### src/rtl/wb_scheduler_pkg.sv
// Shared definitions for the writeback scheduler: FSM states, select codes
// and a helper for index widths.
package wb_scheduler_pkg;

  typedef enum logic [1:0] {
    IDLE  = 2'd0,
    WAIT  = 2'd1,
    WRITE = 2'd2
  } state_t;

  localparam logic [3:0] SEL_ALU = 4'b0000;
  localparam logic [3:0] SEL_MEM = 4'b0001;
  localparam logic [3:0] SEL_MAX = 4'b1000;

  // Width of a requester index; never zero so a single requester still works.
  function automatic int idx_width(input int n);
    return (n > 1) ? $clog2(n) : 1;
  endfunction

endpackage

### src/rtl/wb_scheduler_rr_arbiter.sv
// Combinational round-robin pick: searches upward from i_ptr (wrapping) for
// the first unmasked request and reports whether one exists and its index.
module rr_arbiter
  import wb_scheduler_pkg::*;
#(
  parameter int NREQ = 4,
  parameter int IW   = idx_width(NREQ)
) (
  input  logic [NREQ-1:0] i_req,
  input  logic [NREQ-1:0] i_mask,
  input  logic [IW-1:0]   i_ptr,
  output logic            o_valid,
  output logic [IW-1:0]   o_idx
);

  logic [NREQ-1:0] w_cand;

  assign w_cand = i_req & ~i_mask;

  // First candidate in ascending modular order starting at the pointer wins.
  always_comb begin
    o_valid = 1'b0;
    o_idx   = '0;
    for (int k = 0; k < NREQ; k++) begin
      int j;
      j = (int'(i_ptr) + k) % NREQ;
      if (!o_valid && w_cand[IW'(j)]) begin
        o_valid = 1'b1;
        o_idx   = IW'(j);
      end
    end
  end

endmodule

### src/rtl/wb_scheduler.sv
// Writeback scheduler: round-robin arbitration among writeback requesters,
// one register-file write per cycle, with an extra WAIT cycle for memory
// loads whose data arrives one cycle after grant.
//
// Handshake: a requester holds req high (with stable req_sel/req_rd) until it
// sees its one-cycle grant pulse; grant marks the cycle its write happens.
// A flush suppresses the pending write and the requester keeps requesting.
module wb_scheduler
  import wb_scheduler_pkg::*;
#(
  parameter int         NREQ    = 4,
  parameter logic [3:0] MEM_SEL = SEL_MEM
) (
  input  logic              clk,
  input  logic              reset_n,
  input  logic [NREQ-1:0]   req,
  input  logic [4*NREQ-1:0] req_sel,
  input  logic [5*NREQ-1:0] req_rd,
  input  logic              flush,
  output logic [NREQ-1:0]   grant,
  output logic [3:0]        mem_to_reg,
  output logic              reg_write,
  output logic [4:0]        write_reg,
  output logic              busy,
  output logic              sel_err,
  output state_t            state_dbg
);

  localparam int              IW  = idx_width(NREQ);
  localparam logic [NREQ-1:0] ONE = NREQ'(1);

  state_t          r_state;
  state_t          w_next;
  logic [IW-1:0]   r_ptr;
  logic [IW-1:0]   r_idx;
  logic [3:0]      r_sel;
  logic [4:0]      r_rd;

  logic [NREQ-1:0] w_mask;
  logic            w_valid;
  logic [IW-1:0]   w_idx;
  logic [3:0]      w_win_sel;
  logic [4:0]      w_win_rd;
  logic            w_latch;
  logic            w_write;

  // The requester being written this cycle still holds req; hide it so the
  // next winner can be latched back-to-back.
  assign w_mask = (r_state == WRITE) ? (ONE << r_idx) : '0;

  rr_arbiter #(
    .NREQ (NREQ),
    .IW   (IW)
  ) u_arb (
    .i_req   (req),
    .i_mask  (w_mask),
    .i_ptr   (r_ptr),
    .o_valid (w_valid),
    .o_idx   (w_idx)
  );

  assign w_win_sel = req_sel[4*w_idx +: 4];
  assign w_win_rd  = req_rd[5*w_idx +: 5];
  assign w_latch   = w_valid && !flush && ((r_state == IDLE) || (r_state == WRITE));

  // Next-state decode: arbitration is open in IDLE and WRITE only.
  always_comb begin
    w_next = r_state;
    case (r_state)
      IDLE, WRITE: begin
        if (w_latch) w_next = (w_win_sel == MEM_SEL) ? WAIT : WRITE;
        else         w_next = IDLE;
      end
      WAIT:    w_next = flush ? IDLE : WRITE;
      default: w_next = IDLE;
    endcase
  end

  // State register plus capture of the winning request and pointer advance.
  always_ff @(posedge clk or negedge reset_n) begin
    if (!reset_n) begin
      r_state <= IDLE;
      r_ptr   <= '0;
      r_idx   <= '0;
      r_sel   <= '0;
      r_rd    <= '0;
    end else begin
      r_state <= w_next;
      if (w_latch) begin
        r_idx <= w_idx;
        r_sel <= w_win_sel;
        r_rd  <= w_win_rd;
        r_ptr <= (w_idx == IW'(NREQ - 1)) ? '0 : w_idx + 1'b1;
      end
    end
  end

  assign w_write = (r_state == WRITE) && !flush;

  // Output decode from state and captured fields; flush only suppresses.
  always_comb begin
    grant      = '0;
    mem_to_reg = '0;
    reg_write  = 1'b0;
    write_reg  = '0;
    sel_err    = 1'b0;
    if (w_write) begin
      grant     = ONE << r_idx;
      write_reg = r_rd;
      if (r_sel > SEL_MAX) begin
        sel_err = 1'b1;
      end else begin
        mem_to_reg = r_sel;
        reg_write  = (r_rd != 5'd0);
      end
    end
  end

  assign busy      = (r_state != IDLE);
  assign state_dbg = r_state;

endmodule

### config.mk
export PLATFORM = sky130hd
export DESIGN_NAME = wb_scheduler
export DESIGN_NICKNAME = d
export VERILOG_FILES = /design/src/rtl/wb_scheduler_pkg.sv /design/src/rtl/wb_scheduler_rr_arbiter.sv /design/src/rtl/wb_scheduler.sv
export SDC_FILE = /design/constraint.sdc
export NUM_CORES = 1
export LEC_CHECK = 0
export ABC_AREA = 1
export BUFFER_PORTS_ARGS = -buffer_cell sky130_fd_sc_hd__buf_2
export CAP_MARGIN = 20
export CORE_ASPECT_RATIO = 0.75
export CORE_MARGIN = 1
export CORE_UTILIZATION = 51
export DETAILED_ROUTE_END_ITERATION = 7
export PLACE_DENSITY = 0.93
export SETUP_SLACK_MARGIN = 0.2
export SLEW_MARGIN = 10
export SYNTH_ARGS = -nofsm -noshare
export SYNTH_HDL_FRONTEND = slang
export SYNTH_SLANG_ARGS = --single-unit
### constraint.sdc
create_clock -name clk -period 3.6 [get_ports clk]
set_clock_uncertainty 0.2 [all_clocks]
set_input_delay 0.18 -clock clk [delete_from_list [all_inputs] [get_ports clk]]
set_output_delay 0.18 -clock clk [all_outputs]
set_load 0.02 [all_outputs]
==> impl_results.html, run 1 <==
<table>
<tr><th>Metric</th><th>Value</th></tr>
<tr><th colspan="2">Clocking</th></tr>
<tr><td>Number of clock buffers inserted by TritonCTS</td><td>3</td></tr>
<tr><td>Cell chosen for the clock root</td><td>sky130_fd_sc_hd__clkbuf_4</td></tr>
<tr><td>Bufs on Longest Clock Path</td><td>2</td></tr>
<tr><td>Post-CTS setup buffers</td><td>0</td></tr>
<tr><td>Deepest level of the CTS H-tree</td><td>1</td></tr>
<tr><td>CTS tree</td><td>built</td></tr>
<tr><td>Total of hold buffers inserted after clock tree synthesis</td><td>1</td></tr>
<tr><td>Clock sink count</td><td>15</td></tr>
<tr><td>Resized Gates After CTS</td><td>0</td></tr>
<tr><td>Clock latency of the later-clocked register in the worst-skew pair</td><td>0.29 ns</td></tr>
<tr><td>Clock-pin slew reported for the worst setup and hold paths after clock tree synthesis</td><td>0.09 ns</td></tr>
<tr><th colspan="2">Drt</th></tr>
<tr><td>Wirelength, routed</td><td>3470 um</td></tr>
<tr><td>Count of routing violations after the opening detailed-route iteration</td><td>172</td></tr>
<tr><td>Routed vias/inst</td><td>5.07</td></tr>
<tr><td>Number of search-and-repair iterations in the first detailed-routing pass</td><td>5</td></tr>
<tr><td>DRC</td><td>0</td></tr>
<tr><td>Wire length per cell after detailed routing</td><td>11.2 um</td></tr>
<tr><td>Number of nets still failing antenna checks after routing</td><td>0</td></tr>
<tr><td>Via count</td><td>1,576</td></tr>
<tr><th colspan="2">Place</th></tr>
<tr><td>DP Wirelength</td><td>2740 um</td></tr>
<tr><td>Inst Count DP</td><td>306</td></tr>
<tr><td>Port Buffer Count</td><td>60</td></tr>
<tr><td>GPL Wtd Cong</td><td>0.959</td></tr>
<tr><th colspan="2">Logic synthesis</th></tr>
<tr><td>Number of instances in the synthesized netlist</td><td>219</td></tr>
<tr><td>Post-synthesis adder-cell area fraction</td><td>0</td></tr>
<tr><td>Synthesized area per cell</td><td>6.21 um2</td></tr>
<tr><td>Post-synthesis sequential area ratio</td><td>0.276</td></tr>
<tr><td>Area share of and/or/nand/nor cells after synthesis</td><td>0.447</td></tr>
<tr><td>Post-synthesis xor/xnor area fraction</td><td>0.0120</td></tr>
<tr><td>Multiplexer share of the synthesized area</td><td>0</td></tr>
<tr><td>Total of flip-flops plus latches after synthesis</td><td>15</td></tr>
<tr><td>Number of unique standard cell types used by synthesis</td><td>25</td></tr>
<tr><td>Post-synth design cell area</td><td>1360 um2</td></tr>
<tr><td>Number of nets in the synthesized netlist</td><td>262</td></tr>
<tr><td>Complex-gate fraction of the synthesized area</td><td>0.127</td></tr>
<tr><td>Largest family of logic cells by synthesized area</td><td>simple AND/OR/NAND/NOR gates</td></tr>
<tr><td>Synthesis warning total</td><td>0</td></tr>
<tr><th colspan="2">Global route</th></tr>
<tr><td>Largest net degree at the start of global routing</td><td>22</td></tr>
<tr><td>Antenna violations before repair</td><td>0</td></tr>
<tr><td>Global routing met2 resource utilization</td><td>0.357</td></tr>
<tr><td>Vias in the first global route</td><td>1,220</td></tr>
<tr><td>Met3 Track Usage GR</td><td>0.0534</td></tr>
<tr><td>Peak-usage layer in the global routing report</td><td>met1</td></tr>
<tr><td>Overflow left after global routing</td><td>0</td></tr>
<tr><td>Total global-route track usage</td><td>0.253</td></tr>
<tr><td>M1 GR Usage</td><td>0.406</td></tr>
<tr><td>Global-route wire length before repair</td><td>5310 um</td></tr>
<tr><th colspan="2">Critical path</th></tr>
<tr><td>Critical Path AT</td><td>2.84 ns</td></tr>
<tr><td>Data required time of the critical path</td><td>3.58 ns</td></tr>
<tr><td>Maximum fanout along the worst path</td><td>20</td></tr>
<tr><td>Kind of launch point of the worst setup path</td><td>flop</td></tr>
<tr><td>Crit. End Element</td><td>flop</td></tr>
<tr><td>Setup Crit Path Kind</td><td>reg -&gt; reg</td></tr>
<tr><th colspan="2">Run</th></tr>
<tr><td>Max cap viols</td><td>0</td></tr>
<tr><th colspan="2">Pwr</th></tr>
<tr><td>Power share of the clock group</td><td>0.048</td></tr>
<tr><td>Ratio of total power to cell area</td><td>1180 nW/um2</td></tr>
<tr><td>Internal power</td><td>0.000799 W</td></tr>
<tr><td>Logic pwr share</td><td>0.783</td></tr>
<tr><td>Sw power</td><td>0.00119 W</td></tr>
<tr><td>Switching share of power</td><td>0.598</td></tr>
<tr><td>Maximum VDD drop</td><td>0.625 mV</td></tr>
<tr><td>Sequential cell fraction of total power</td><td>0.169</td></tr>
<tr><td>Leakage</td><td>0.996 nW</td></tr>
<tr><th colspan="2">Finish</th></tr>
<tr><td>Final antenna diode count</td><td>0</td></tr>
<tr><td>P&amp;R area growth vs syn</td><td>23.7%</td></tr>
<tr><td>Net total in the final layout</td><td>321</td></tr>
<tr><td># fillers</td><td>227</td></tr>
<tr><td>Post-route non-filler standard cell count</td><td>311</td></tr>
<tr><td>Fraction of the core area covered by cells at the end of the flow</td><td>0.701</td></tr>
<tr><td>Share of layout cells above drive strength 1</td><td>0.271</td></tr>
<tr><th colspan="2">STA</th></tr>
<tr><td>Post-layout minimum cycle time</td><td>2.86 ns</td></tr>
<tr><td>Setup repair after global routing missed its margin</td><td>no</td></tr>
<tr><td>Fraction of the cycle the final worst path needs</td><td>0.793</td></tr>
<tr><td>Setup-failing EPs final</td><td>0</td></tr>
<tr><td>F_max</td><td>350 MHz</td></tr>
<tr><td>Final max-slew violation count</td><td>0</td></tr>
<tr><td>Final hold violation count</td><td>0</td></tr>
<tr><td>Relative slew slack</td><td>0.637</td></tr>
<tr><td>Slew at the pin closest to its max-slew limit</td><td>0.544 ns</td></tr>
<tr><td>Total negative slack for setup checks</td><td>0 ns</td></tr>
<tr><th colspan="2">Floorplanning</th></tr>
<tr><td>DIE WIDTH</td><td>61.6 um</td></tr>
<tr><td>Effective utilization at floorplan</td><td>0.566</td></tr>
<tr><td>Number of rows created at floorplan</td><td>15</td></tr>
<tr><td>IO Pins</td><td>61</td></tr>
<tr><td>Placeable core area</td><td>2400 um2</td></tr>
<tr><td>Height of the die</td><td>46.7 um</td></tr>
<tr><td>Die area</td><td>2880 um2</td></tr>
<tr><th colspan="2">Min path</th></tr>
<tr><td>Type of the tightest min-delay check</td><td>in -&gt; reg</td></tr>
<tr><th colspan="2">Status</th></tr>
<tr><td>Run status</td><td>complete, no violations</td></tr>
</table>
## through the flow
| stage | total power, W | worst slack [ns] | hold WS [ns] | cell area [um2] |
|---|---|---|---|---|
| 2_1_floorplan | 0.00164 | 1.34 | -0.316 | 1360 |
| 3_3_place_gp | 0.00183 | 0.891 | -0.106 | 1650 |
| 3_5_place_dp | 0.00186 | 0.785 | -0.106 | 1650 |
| 4_1_cts | 0.00197 | 0.775 | 0.0478 | 1680 |
| 5_1_grt | 0.00220 | 0.458 | 0.0847 | 1680 |
| 6_report | 0.00199 | 0.745 | 0.0458 | 1680 |
## layout make-up
class                      count  area, um2  area share
timing repair buffer          61        310       0.184
tap                           34       42.5      0.0253
inverter                      35        131      0.0781
sequential                    15        375       0.223
multi-input combinational    162        797       0.474
clock buffer                   4       26.3      0.0156
## final timing paths
check                                      from                      to  slack (ns)  cells after the start
setup / recovery           r_ptr[0]$_DFFE_PN0N_  state_dbg[1]$_DFF_PN0_        0.74                     16
setup reg to reg           r_ptr[0]$_DFFE_PN0N_  state_dbg[1]$_DFF_PN0_        0.74                     16
max in group asynchronous               reset_n    r_sel[2]$_DFFE_PN0N_        2.82                      2
hold / removal                            flush  state_dbg[1]$_DFF_PN0_        0.05                      4
hold reg to reg             r_rd[4]$_DFFE_PN0N_     r_rd[4]$_DFFE_PN0N_        0.35                      2
min in group asynchronous               reset_n     r_rd[0]$_DFFE_PN0N_        0.12                      2
## registers in the layout, indices dropped and copies added (netlist names)
| signal | count |
|---|---|
| r_idx | 2 |
| r_ptr | 2 |
| r_rd | 5 |
| r_sel | 4 |
| state_dbg | 2 |
## cell families after synthesis
family,count (synthesis)
buf+inv,42
flops,15
simple gates,131
compound gates,30
xor+xnor,1
## layout by cell type (no fill, tap or decap), drive strengths merged
master,netlist,routed
o21ai,21,21
a22oi,1,1
nand2,57,57
nor3,1,1
dfrtp,15,15
nor4,1,1
nor2,31,31
o21bai,1,1
dlygate4sd3,0,1
nand4,3,3
clkbuf,0,4
xnor2,1,1
a21oi,2,2
inv,35,35
o22ai,5,5
nand3b,5,5
buf,7,60
nand3,33,33
## routing by layer
metal  up-vias  part of all wire
met2        63              0.41
met5         -                 0
met3         2             0.082
met1       691              0.51
met4         0            0.0026
li1        820                 -
## synth_stat cells, drive strengths merged
master,n,share of area
xnor2,1,0.012
nor3,1,0.0037
inv,35,0.097
a22oi,1,0.0055
o21ai,21,0.086
a21oi,2,0.0074
nand2,57,0.16
nand4,3,0.025
o22ai,5,0.023
nand3,33,0.13
nand3b,5,0.028
nor2,31,0.091
o21bai,1,0.0055
nor4,1,0.0046
dfrtp,15,0.28
buf,7,0.041
## power groups by stage
| stage | Clock (W) | Combinational, W | Sequential, W |
|---|---|---|---|
| 2_1_floorplan | 0 | 0.00131 | 0.000325 |
| 6_report | 0.0000949 | 0.00156 | 0.000335 |
| 3_3_place_gp | 0 | 0.00150 | 0.000332 |
| 3_5_place_dp | 0 | 0.00153 | 0.000336 |
| 4_1_cts | 0.0000962 | 0.00154 | 0.000334 |
| 5_1_grt | 0.000104 | 0.00175 | 0.000345 |
## worst max-delay path: stages (launching register included)
cell and delay, ns:
sky130_fd_sc_hd__dfrtp_1 0.50, sky130_fd_sc_hd__inv_1 0.23, sky130_fd_sc_hd__nand3_1 0.15, sky130_fd_sc_hd__nand3_1 0.12, sky130_fd_sc_hd__nand2_2 0.10, sky130_fd_sc_hd__nand2_2 0.11, sky130_fd_sc_hd__nand2_1 0.07, sky130_fd_sc_hd__nand2_1 0.08
sky130_fd_sc_hd__nand3_2 0.28, sky130_fd_sc_hd__inv_1 0.37, sky130_fd_sc_hd__nand2_1 0.09, sky130_fd_sc_hd__nand3_1 0.08, sky130_fd_sc_hd__nand2_1 0.07, sky130_fd_sc_hd__nor2_1 0.09, sky130_fd_sc_hd__nand2_1 0.08, sky130_fd_sc_hd__nand2_1 0.07
sky130_fd_sc_hd__nand2_1 0.06
Power figures use the tool's default switching activity.
==> inputs of run 2 (changes only) <==
--- a/config.mk
+++ b/config.mk
@@ -10,9 +10,9 @@
 export CAP_MARGIN = 20
 export CORE_ASPECT_RATIO = 0.75
 export CORE_MARGIN = 1
-export CORE_UTILIZATION = 51
+export CORE_UTILIZATION = 47
 export DETAILED_ROUTE_END_ITERATION = 7
-export PLACE_DENSITY = 0.93
+export PLACE_DENSITY = 0.87
 export SETUP_SLACK_MARGIN = 0.2
 export SLEW_MARGIN = 10
 export SYNTH_ARGS = -nofsm -noshare
==> constraint.sdc (replaced) <==
create_clock -name clk -period 2.89 [get_ports clk]
set_clock_uncertainty 0.2 [all_clocks]
set_input_delay 0.1445 -clock clk [delete_from_list [all_inputs] [get_ports clk]]
set_output_delay 0.1445 -clock clk [all_outputs]
set_load 0.02 [all_outputs]
==> impl_results.html, run 2 (same netlist as run 1, synthesis figures left out) <==
<table>
<tr><th>Metric</th><th>Value</th></tr>
<tr><th colspan="2">Status</th></tr>
<tr><td>Run status</td><td>complete, no violations</td></tr>
<tr><th colspan="2">Pwr</th></tr>
<tr><td>Maximum VDD drop</td><td>0.784 mV (+26%)</td></tr>
<tr><td>Internal power</td><td>0.00117 W (+47%)</td></tr>
<tr><td>Switching share of power</td><td>0.573 (-0.0249)</td></tr>
<tr><td>Logic pwr share</td><td>0.781 (-0.002)</td></tr>
<tr><td>Sequential cell fraction of total power</td><td>0.156 (-0.013)</td></tr>
<tr><td>Sw power</td><td>0.00157 W (+33%)</td></tr>
<tr><td>Leakage</td><td>1.03 nW (+3.8%)</td></tr>
<tr><td>Ratio of total power to cell area</td><td>1530 nW/um2 (+30%)</td></tr>
<tr><td>Power share of the clock group</td><td>0.063 (+0.015)</td></tr>
<tr><th colspan="2">Clocking</th></tr>
<tr><td>Number of clock buffers inserted by TritonCTS</td><td>3 (unchanged)</td></tr>
<tr><td>Cell chosen for the clock root</td><td>sky130_fd_sc_hd__clkbuf_8</td></tr>
<tr><td>Clock latency of the later-clocked register in the worst-skew pair</td><td>0.25 ns (-0.04 ns)</td></tr>
<tr><td>Clock sink count</td><td>15 (unchanged)</td></tr>
<tr><td>Clock-pin slew reported for the worst setup and hold paths after clock tree synthesis</td><td>0.06 ns (-0.03 ns)</td></tr>
<tr><td>Bufs on Longest Clock Path</td><td>2 (unchanged)</td></tr>
<tr><td>Deepest level of the CTS H-tree</td><td>1 (unchanged)</td></tr>
<tr><td>CTS tree</td><td>built</td></tr>
<tr><th colspan="2">STA</th></tr>
<tr><td>Slew at the pin closest to its max-slew limit</td><td>0.323 ns (-0.221 ns)</td></tr>
<tr><td>Setup repair after global routing missed its margin</td><td>no</td></tr>
<tr><td>Post-layout minimum cycle time</td><td>2.52 ns (-0.340 ns)</td></tr>
<tr><td>Relative slew slack</td><td>0.785 (+0.148)</td></tr>
<tr><td>Fraction of the cycle the final worst path needs</td><td>0.870 (+0.0772)</td></tr>
<tr><td>Total negative slack for setup checks</td><td>0 ns (unchanged)</td></tr>
<tr><td>Final-layout worst hold slack</td><td>0.0826 ns (+0.0369 ns)</td></tr>
<tr><td>Final hold violation count</td><td>0 (unchanged)</td></tr>
<tr><td>Worst-case setup margin in the final layout</td><td>0.375 ns (-0.370 ns)</td></tr>
<tr><td>Final max-slew violation count</td><td>0 (unchanged)</td></tr>
<tr><td>Setup-failing EPs final</td><td>0 (unchanged)</td></tr>
<tr><td>F_max</td><td>398 MHz (+14%)</td></tr>
<tr><th colspan="2">Critical path</th></tr>
<tr><td>Reg-to-reg critical path endpoint</td><td>state_dbg[1]$_DFF_PN0_</td></tr>
<tr><td>Kind of launch point of the worst setup path</td><td>flop</td></tr>
<tr><td>End point of the critical path</td><td>state_dbg[1]$_DFF_PN0_</td></tr>
<tr><td>R2R depth</td><td>17 (+1)</td></tr>
<tr><td>Data required time of the critical path</td><td>2.83 ns (-0.75 ns)</td></tr>
<tr><td>Crit. End Element</td><td>flop</td></tr>
<tr><td>Critical Path AT</td><td>2.46 ns (-0.38 ns)</td></tr>
<tr><td>Crit. Startpoint</td><td>state_dbg[1]$_DFF_PN0_</td></tr>
<tr><td>Launch instance of the worst register-to-register path</td><td>state_dbg[1]$_DFF_PN0_</td></tr>
<tr><td>Worst-case register-to-register setup slack</td><td>0.37 ns (-0.37 ns)</td></tr>
<tr><td>Setup Crit Path Kind</td><td>reg -&gt; reg</td></tr>
<tr><td>Maximum fanout along the worst path</td><td>11 (-45%)</td></tr>
<tr><th colspan="2">Drt</th></tr>
<tr><td>Wire length per cell after detailed routing</td><td>11.5 um (+2.6%)</td></tr>
<tr><td>DRC</td><td>0 (unchanged)</td></tr>
<tr><td>Count of routing violations after the opening detailed-route iteration</td><td>147 (-15%)</td></tr>
<tr><td>Number of nets still failing antenna checks after routing</td><td>0 (unchanged)</td></tr>
<tr><td>Number of search-and-repair iterations in the first detailed-routing pass</td><td>4 (-1)</td></tr>
<tr><td>Uppermost routed layer</td><td>met4</td></tr>
<tr><td>Via count</td><td>1,629 (+3.4%)</td></tr>
<tr><td>Routed vias/inst</td><td>5.11 (+0.77%)</td></tr>
<tr><td>Wire length on met2</td><td>1530 um (+8.9%)</td></tr>
<tr><td>Wirelength, routed</td><td>3660 um (+5.3%)</td></tr>
<tr><td>Met3 wire length</td><td>275 um (-3.5%)</td></tr>
<tr><td>Routed length on met1</td><td>1800 um (+1.5%)</td></tr>
<tr><th colspan="2">Finish</th></tr>
<tr><td>Net total in the final layout</td><td>327 (+1.9%)</td></tr>
<tr><td>P&amp;R area growth vs syn</td><td>32.0%</td></tr>
<tr><td>Final antenna diode count</td><td>0 (unchanged)</td></tr>
<tr><td>Register with the most flip-flops</td><td>r_rd</td></tr>
<tr><td>Commonest non-fill, non-tap cells in the layout</td><td>sky130_fd_sc_hd__buf_2, sky130_fd_sc_hd__nand2_1, sky130_fd_sc_hd__inv_1, sky130_fd_sc_hd__nor2_1, sky130_fd_sc_hd__nand3_1</td></tr>
<tr><td>Commonest non-fill, non-tap cell in the layout</td><td>sky130_fd_sc_hd__buf_2</td></tr>
<tr><td>Share of layout cells above drive strength 1</td><td>0.332 (+0.0614)</td></tr>
<tr><td>Largest register FFs</td><td>5 (unchanged)</td></tr>
<tr><td>Summed area of non-filler cells in the final layout</td><td>1800 um2 (+6.7%)</td></tr>
<tr><td>Largest registers</td><td>r_rd (5), r_sel (4)</td></tr>
<tr><th colspan="2">Place</th></tr>
<tr><td>Post-Place Worst Slack</td><td>0.240 ns (-0.545 ns)</td></tr>
<tr><td>Port Buffer Count</td><td>60 (unchanged)</td></tr>
<tr><td>GPL Wtd Cong</td><td>0.924 (-3.6%)</td></tr>
<tr><td>DP Wirelength</td><td>2720 um (-0.52%)</td></tr>
<tr><td>Cell area after placement</td><td>1660 um2 (+1.1%)</td></tr>
<tr><th colspan="2">Floorplanning</th></tr>
<tr><td>Die area</td><td>3120 um2 (+8.2%)</td></tr>
<tr><td>DIE WIDTH</td><td>64.1 um (+4.0%)</td></tr>
<tr><td>Height of the die</td><td>48.6 um (+4.0%)</td></tr>
<tr><td>Placeable core area</td><td>2680 um2 (+12%)</td></tr>
<tr><td>Effective utilization at floorplan</td><td>0.507 (-0.0591)</td></tr>
<tr><td>Number of rows created at floorplan</td><td>16 (+1)</td></tr>
<tr><td>IO Pins</td><td>61 (unchanged)</td></tr>
<tr><th colspan="2">Global route</th></tr>
<tr><td>Overflow left after global routing</td><td>0 (unchanged)</td></tr>
<tr><td>Total global-route track usage</td><td>0.238 (-0.0152)</td></tr>
<tr><td>Global-route wire length before repair</td><td>5790 um (+9.1%)</td></tr>
<tr><td>Antenna violations before repair</td><td>0 (unchanged)</td></tr>
<tr><td>Largest net degree at the start of global routing</td><td>21 (-4.5%)</td></tr>
<tr><td>Vias in the first global route</td><td>1,308 (+7.2%)</td></tr>
<tr><th colspan="2">Run</th></tr>
<tr><td>Max cap viols</td><td>0 (unchanged)</td></tr>
<tr><th colspan="2">Min path</th></tr>
<tr><td>Type of the tightest min-delay check</td><td>in -&gt; reg</td></tr>
</table>
## run 2: changes by cell type in the layout (fill, tap and decap cells not counted), moves of 2 or more
cell / delta
sky130_fd_sc_hd__dfrtp_1: -2
sky130_fd_sc_hd__clkbuf_4: -3
sky130_fd_sc_hd__nand3_1: -3
sky130_fd_sc_hd__dfrtp_2: +2
sky130_fd_sc_hd__nand2_2: +4
sky130_fd_sc_hd__nand3_2: +2
sky130_fd_sc_hd__nand2_1: -4
sky130_fd_sc_hd__clkbuf_8: +3
sky130_fd_sc_hd__buf_4: +5
sky130_fd_sc_hd__inv_1: -3
## run 2: layer usage
layer	up-vias	track usage
met5	-	0
met4	0	0.100
met3	4	0.0330
met2	66	0.330
met1	724	0.364
li1	835	-
## run 2: power groups by stage
stage          Sequential (W)  Combinational, W  Clock [W]
6_report             0.000427           0.00214   0.000174
5_1_grt              0.000446           0.00240   0.000178
4_1_cts              0.000418           0.00197   0.000174
3_5_place_dp         0.000418           0.00195          0
3_3_place_gp         0.000418           0.00193          0
2_1_floorplan        0.000404           0.00163          0
## run 2: final cells by class
| type | instances | area, um2 |
|---|---|---|
| fill | 259 | 887 |
| multi-input combinational | 162 | 830 |
| sequential | 15 | 378 |
| timing repair buffer | 67 | 359 |
| inverter | 35 | 138 |
| tap | 36 | 45.0 |
| clock buffer | 3 | 41.3 |
| clock inverter | 1 | 5.00 |
## run 2: timing repair
action / in CTS / in global routing
buffers inserted: 0 / 4
hold buffers: 1 / 0
setup endpoints to repair: 0 / 9
gates resized for setup: 0 / 15
hold endpoints to repair: 15 / 0
## run 2: through the flow
| stage | instances | util | power, W |
|---|---|---|---|
| finish | 319 | 0.669 | 0.00275 |
| global route | 319 | 0.669 | 0.00303 |
| CTS | 315 | 0.641 | 0.00256 |
| detailed placement | 310 | 0.620 | 0.00237 |
| global placement | 310 | 0.620 | 0.00234 |
| floorplan | 219 | - | 0.00204 |
## run 2: worst min path at each step
stage / from / end / slack (ns) / cells past startpoint
floorplan: reset_n / r_idx[0]$_DFFE_PN0N_ / -0.35 / 0
CTS: flush / state_dbg[1]$_DFF_PN0_ / 0.07 / 4
detailed placement: reset_n / r_rd[2]$_DFFE_PN0N_ / -0.14 / 1
global route: flush / state_dbg[1]$_DFF_PN0_ / 0.13 / 4
global placement: reset_n / r_rd[2]$_DFFE_PN0N_ / -0.14 / 1
finish: flush / state_dbg[1]$_DFF_PN0_ / 0.08 / 4
## run 2: critical path, cell delays in order (launching register included)
cell and delay (ns):
sky130_fd_sc_hd__dfrtp_1 0.37, sky130_fd_sc_hd__inv_2 0.07, sky130_fd_sc_hd__nor2_4 0.17, sky130_fd_sc_hd__nand2_2 0.10, sky130_fd_sc_hd__nand3_2 0.08, sky130_fd_sc_hd__nand2_2 0.09, sky130_fd_sc_hd__o21ai_4 0.25, sky130_fd_sc_hd__nand3_1 0.12
sky130_fd_sc_hd__nand3_1 0.13, sky130_fd_sc_hd__nand2_2 0.16, sky130_fd_sc_hd__inv_4 0.14, sky130_fd_sc_hd__nand3_1 0.08, sky130_fd_sc_hd__nand2_1 0.10, sky130_fd_sc_hd__inv_1 0.05, sky130_fd_sc_hd__nor2_1 0.09, sky130_fd_sc_hd__nand2_1 0.09
sky130_fd_sc_hd__nand2_1 0.06, sky130_fd_sc_hd__nand2_1 0.05
==> inputs of run 3 (changes only) <==
--- a/config.mk
+++ b/config.mk
@@ -8,9 +8,11 @@
 export ABC_AREA = 1
 export BUFFER_PORTS_ARGS = -buffer_cell sky130_fd_sc_hd__buf_2
 export CAP_MARGIN = 20
+export CELL_PAD_IN_SITES_DETAIL_PLACEMENT = 0
+export CELL_PAD_IN_SITES_GLOBAL_PLACEMENT = 1
 export CORE_ASPECT_RATIO = 0.75
 export CORE_MARGIN = 1
-export CORE_UTILIZATION = 47
+export CORE_UTILIZATION = 31
 export DETAILED_ROUTE_END_ITERATION = 7
 export PLACE_DENSITY = 0.87
 export SETUP_SLACK_MARGIN = 0.2
==> impl_results.html, run 3 (same netlist as run 1, synthesis figures left out) <==
<table>
<tr><th>Metric</th><th>Value</th></tr>
<tr><th colspan="2">Status</th></tr>
<tr><td>Run status</td><td>complete, no violations</td></tr>
<tr><th colspan="2">Critical path</th></tr>
<tr><td>Buf/Inv on CP</td><td>2 (-1)</td></tr>
<tr><td>Data required time of the critical path</td><td>2.83 ns (about the same)</td></tr>
<tr><td>Maximum fanout along the worst path</td><td>18 (+7)</td></tr>
<tr><td>Critical Path AT</td><td>2.41 ns (-0.05 ns)</td></tr>
<tr><td>Kind of launch point of the worst setup path</td><td>flop</td></tr>
<tr><td>Largest delay contributor family on the critical path</td><td>simple AND/OR/NAND/NOR gates</td></tr>
<tr><td>Crit path top cell by count</td><td>sky130_fd_sc_hd__nand2_1</td></tr>
<tr><td>Setup Crit Path Kind</td><td>reg -&gt; reg</td></tr>
<tr><td>Crit. End Element</td><td>flop</td></tr>
<tr><td>CP Cell Sequence</td><td>nor2_4 -&gt; nand2_1 -&gt; nand3_1 -&gt; nand2_1 -&gt; nand2_1 -&gt; nand2_1 -&gt; nand2_2 -&gt; nand2_1 -&gt; nand2_1 -&gt; nand3_2 -&gt; buf_6 -&gt; nand2_1 -&gt; nand3_1 -&gt; nand2_1 -&gt; inv_1 -&gt; nor2_1 -&gt; nand2_1 -&gt; nand2_1 -&gt; nand2_1</td></tr>
<tr><td>CP peak stage delay</td><td>0.43 ns (+0.06 ns)</td></tr>
<tr><td>Cell type of the slowest stage on the worst timing path</td><td>sky130_fd_sc_hd__dfrtp_1</td></tr>
<tr><th colspan="2">Finish</th></tr>
<tr><td># fillers</td><td>469 (+81%)</td></tr>
<tr><td>Commonest non-fill, non-tap cell in the layout</td><td>sky130_fd_sc_hd__buf_2</td></tr>
<tr><td>Final antenna diode count</td><td>0 (unchanged)</td></tr>
<tr><td>Largest register FFs</td><td>5 (unchanged)</td></tr>
<tr><td>Net total in the final layout</td><td>329 (+0.61%)</td></tr>
<tr><td>Sequential Area</td><td>377 um2 (-0.33%)</td></tr>
<tr><td>Share of layout cells above drive strength 1</td><td>0.298 (-0.0339)</td></tr>
<tr><td>Commonest non-fill, non-tap cells in the layout</td><td>sky130_fd_sc_hd__buf_2, sky130_fd_sc_hd__nand2_1, sky130_fd_sc_hd__inv_1</td></tr>
<tr><td>P&amp;R area growth vs syn</td><td>32.8%</td></tr>
<tr><td>Largest registers</td><td>r_rd (5), r_sel (4)</td></tr>
<tr><td>Multi-input combinational cell area</td><td>797 um2 (-3.9%)</td></tr>
<tr><td>Register with the most flip-flops</td><td>r_rd</td></tr>
<tr><th colspan="2">STA</th></tr>
<tr><td>Setup repair after global routing missed its margin</td><td>yes</td></tr>
<tr><td>Fraction of the cycle the final worst path needs</td><td>0.855 (-0.0158)</td></tr>
<tr><td>Final hold violation count</td><td>0 (unchanged)</td></tr>
<tr><td>Final-layout worst hold slack</td><td>0.0836 ns (+0.000917 ns)</td></tr>
<tr><td>Slew at the pin closest to its max-slew limit</td><td>0.325 ns (+0.00275 ns)</td></tr>
<tr><td>Post-layout minimum cycle time</td><td>2.47 ns (-0.0457 ns)</td></tr>
<tr><td>Final max-slew violation count</td><td>0 (unchanged)</td></tr>
<tr><td>F_max</td><td>405 MHz (+1.8%)</td></tr>
<tr><td>Total negative slack for setup checks</td><td>0 ns (unchanged)</td></tr>
<tr><td>Setup-failing EPs final</td><td>0 (unchanged)</td></tr>
<tr><td>Relative slew slack</td><td>0.783 (-0.00183)</td></tr>
<tr><th colspan="2">Drt</th></tr>
<tr><td>Count of routing violations after the opening detailed-route iteration</td><td>85 (-42%)</td></tr>
<tr><td>Wire length per cell after detailed routing</td><td>11.2 um (-2.5%)</td></tr>
<tr><td>Number of nets still failing antenna checks after routing</td><td>0 (unchanged)</td></tr>
<tr><td>Routed vias/inst</td><td>4.53 (-11%)</td></tr>
<tr><td>Wirelength, routed</td><td>3800 um (+3.9%)</td></tr>
<tr><td>Number of search-and-repair iterations in the first detailed-routing pass</td><td>4 (unchanged)</td></tr>
<tr><td>DRC</td><td>0 (unchanged)</td></tr>
<tr><td>Via count</td><td>1,541 (-5.4%)</td></tr>
<tr><th colspan="2">Global route</th></tr>
<tr><td>Antenna violations before repair</td><td>0 (unchanged)</td></tr>
<tr><td>Largest net degree at the start of global routing</td><td>19 (-9.5%)</td></tr>
<tr><td>Vias in the first global route</td><td>1,327 (+1.5%)</td></tr>
<tr><td>Global-route wire length before repair</td><td>6180 um (+6.7%)</td></tr>
<tr><td>Overflow left after global routing</td><td>0 (unchanged)</td></tr>
<tr><td>Total global-route track usage</td><td>0.169 (-0.0683)</td></tr>
<tr><th colspan="2">Floorplanning</th></tr>
<tr><td>Placeable core area</td><td>4130 um2 (+54%)</td></tr>
<tr><td>Number of rows created at floorplan</td><td>20 (+4)</td></tr>
<tr><td>Die area</td><td>4660 um2 (+50%)</td></tr>
<tr><td>Effective utilization at floorplan</td><td>0.329 (-0.178)</td></tr>
<tr><td>Height of the die</td><td>59.4 um (+22%)</td></tr>
<tr><td>IO Pins</td><td>61 (unchanged)</td></tr>
<tr><td>DIE WIDTH</td><td>78.5 um (+22%)</td></tr>
<tr><th colspan="2">Pwr</th></tr>
<tr><td>Leakage</td><td>1.05 nW (+1.1%)</td></tr>
<tr><td>Maximum VDD drop</td><td>0.717 mV (-8.6%)</td></tr>
<tr><td>Ratio of total power to cell area</td><td>1510 nW/um2 (-1.5%)</td></tr>
<tr><th colspan="2">Place</th></tr>
<tr><td>Port Buffer Count</td><td>60 (unchanged)</td></tr>
<tr><td>GPL Wtd Cong</td><td>0.844 (-8.7%)</td></tr>
<tr><td>DP Wirelength</td><td>3050 um (+12%)</td></tr>
<tr><th colspan="2">Clocking</th></tr>
<tr><td>Clock-pin slew reported for the worst setup and hold paths after clock tree synthesis</td><td>0.06 ns (about the same)</td></tr>
<tr><td>Number of clock buffers inserted by TritonCTS</td><td>3 (unchanged)</td></tr>
<tr><td>Bufs on Longest Clock Path</td><td>2 (unchanged)</td></tr>
<tr><td>Clock latency of the later-clocked register in the worst-skew pair</td><td>0.25 ns (about the same)</td></tr>
<tr><td>CTS tree</td><td>built</td></tr>
<tr><td>Clock sink count</td><td>15 (unchanged)</td></tr>
<tr><td>Deepest level of the CTS H-tree</td><td>1 (unchanged)</td></tr>
<tr><td>Cell chosen for the clock root</td><td>sky130_fd_sc_hd__clkbuf_8</td></tr>
<tr><th colspan="2">Min path</th></tr>
<tr><td>Type of the tightest min-delay check</td><td>in -&gt; reg</td></tr>
<tr><th colspan="2">Run</th></tr>
<tr><td>Max cap viols</td><td>0 (unchanged)</td></tr>
</table>
run 3: cell types whose count changed in the layout (fill, tap and decap cells not counted), moves of 2 or more:
cell | before | now
sky130_fd_sc_hd__nand2_1 | 50 | 54
sky130_fd_sc_hd__nand2_2 | 7 | 3
sky130_fd_sc_hd__nand3_1 | 27 | 30
sky130_fd_sc_hd__inv_1 | 30 | 32
sky130_fd_sc_hd__nand3_2 | 5 | 3
run 3: per-stage QoR:
step	power [W]	cell area [um2]	instances	worst slack, ns	util
floorplan	0.00204	1360	219	0.634	-
global placement	0.00248	1720	332	0.367	0.417
CTS	0.00267	1780	337	0.327	0.431
detailed placement	0.00249	1720	332	0.333	0.417
global route	0.00305	1810	340	0.180	0.437
finish	0.00272	1810	340	0.420	0.437
run 3: power breakdown:
part / internal (W) / leakage [nW] / total (W) / switching, W
clock network: 0.0000976 / 0.0228 / 0.000169 / 0.0000713
registers: 0.000329 / 0.183 / 0.000421 / 0.0000924
logic: 0.000767 / 0.840 / 0.00213 / 0.00136
total: 0.00119 / 1.05 / 0.00272 / 0.00153
run 3: path summary, 6_finish.rpt:
kind | slack (ns) | start | endpoint | depth (start not counted)
max in group asynchronous | 2.11 | reset_n | r_ptr[0]$_DFFE_PN0N_ | 2
setup / recovery | 0.42 | state_dbg[0]$_DFF_PN0_ | state_dbg[1]$_DFF_PN0_ | 19
min in group asynchronous | 0.12 | reset_n | r_rd[4]$_DFFE_PN0N_ | 2
setup reg to reg | 0.42 | state_dbg[0]$_DFF_PN0_ | state_dbg[1]$_DFF_PN0_ | 19
hold reg to reg | 0.35 | r_rd[1]$_DFFE_PN0N_ | r_rd[1]$_DFFE_PN0N_ | 2
hold / removal | 0.08 | flush | state_dbg[1]$_DFF_PN0_ | 4
run 3: final cells by class:
| class | instances | share of cell area |
|---|---|---|
| multi-input combinational | 162 | 0.441 |
| inverter | 35 | 0.0728 |
| tap | 55 | 0.0381 |
| sequential | 15 | 0.209 |
| timing repair buffer | 69 | 0.214 |
| clock buffer | 4 | 0.0249 |
run 3: repair_timing:
action / CTS / global route
resized for setup: 0 / 3
hold buffers: 1 / 0
buffers inserted: 0 / 3
setup endpoints to repair: 0 / 9
hold endpoints to repair: 15 / 0
run 3: routing by layer:
metal	wire length, um	part of all wire	global-route usage
met3	281	0.074	0.0431
met5	0	0	0
met4	0	0	0.0265
met2	1450	0.38	0.226
met1	2070	0.54	0.270
run 3: worst min-delay path, stage by stage:
cell and delay, ns:
sky130_fd_sc_hd__buf_2 0.11, sky130_fd_sc_hd__inv_1 0.09, sky130_fd_sc_hd__nand3_1 0.09, sky130_fd_sc_hd__nand2_1 0.05
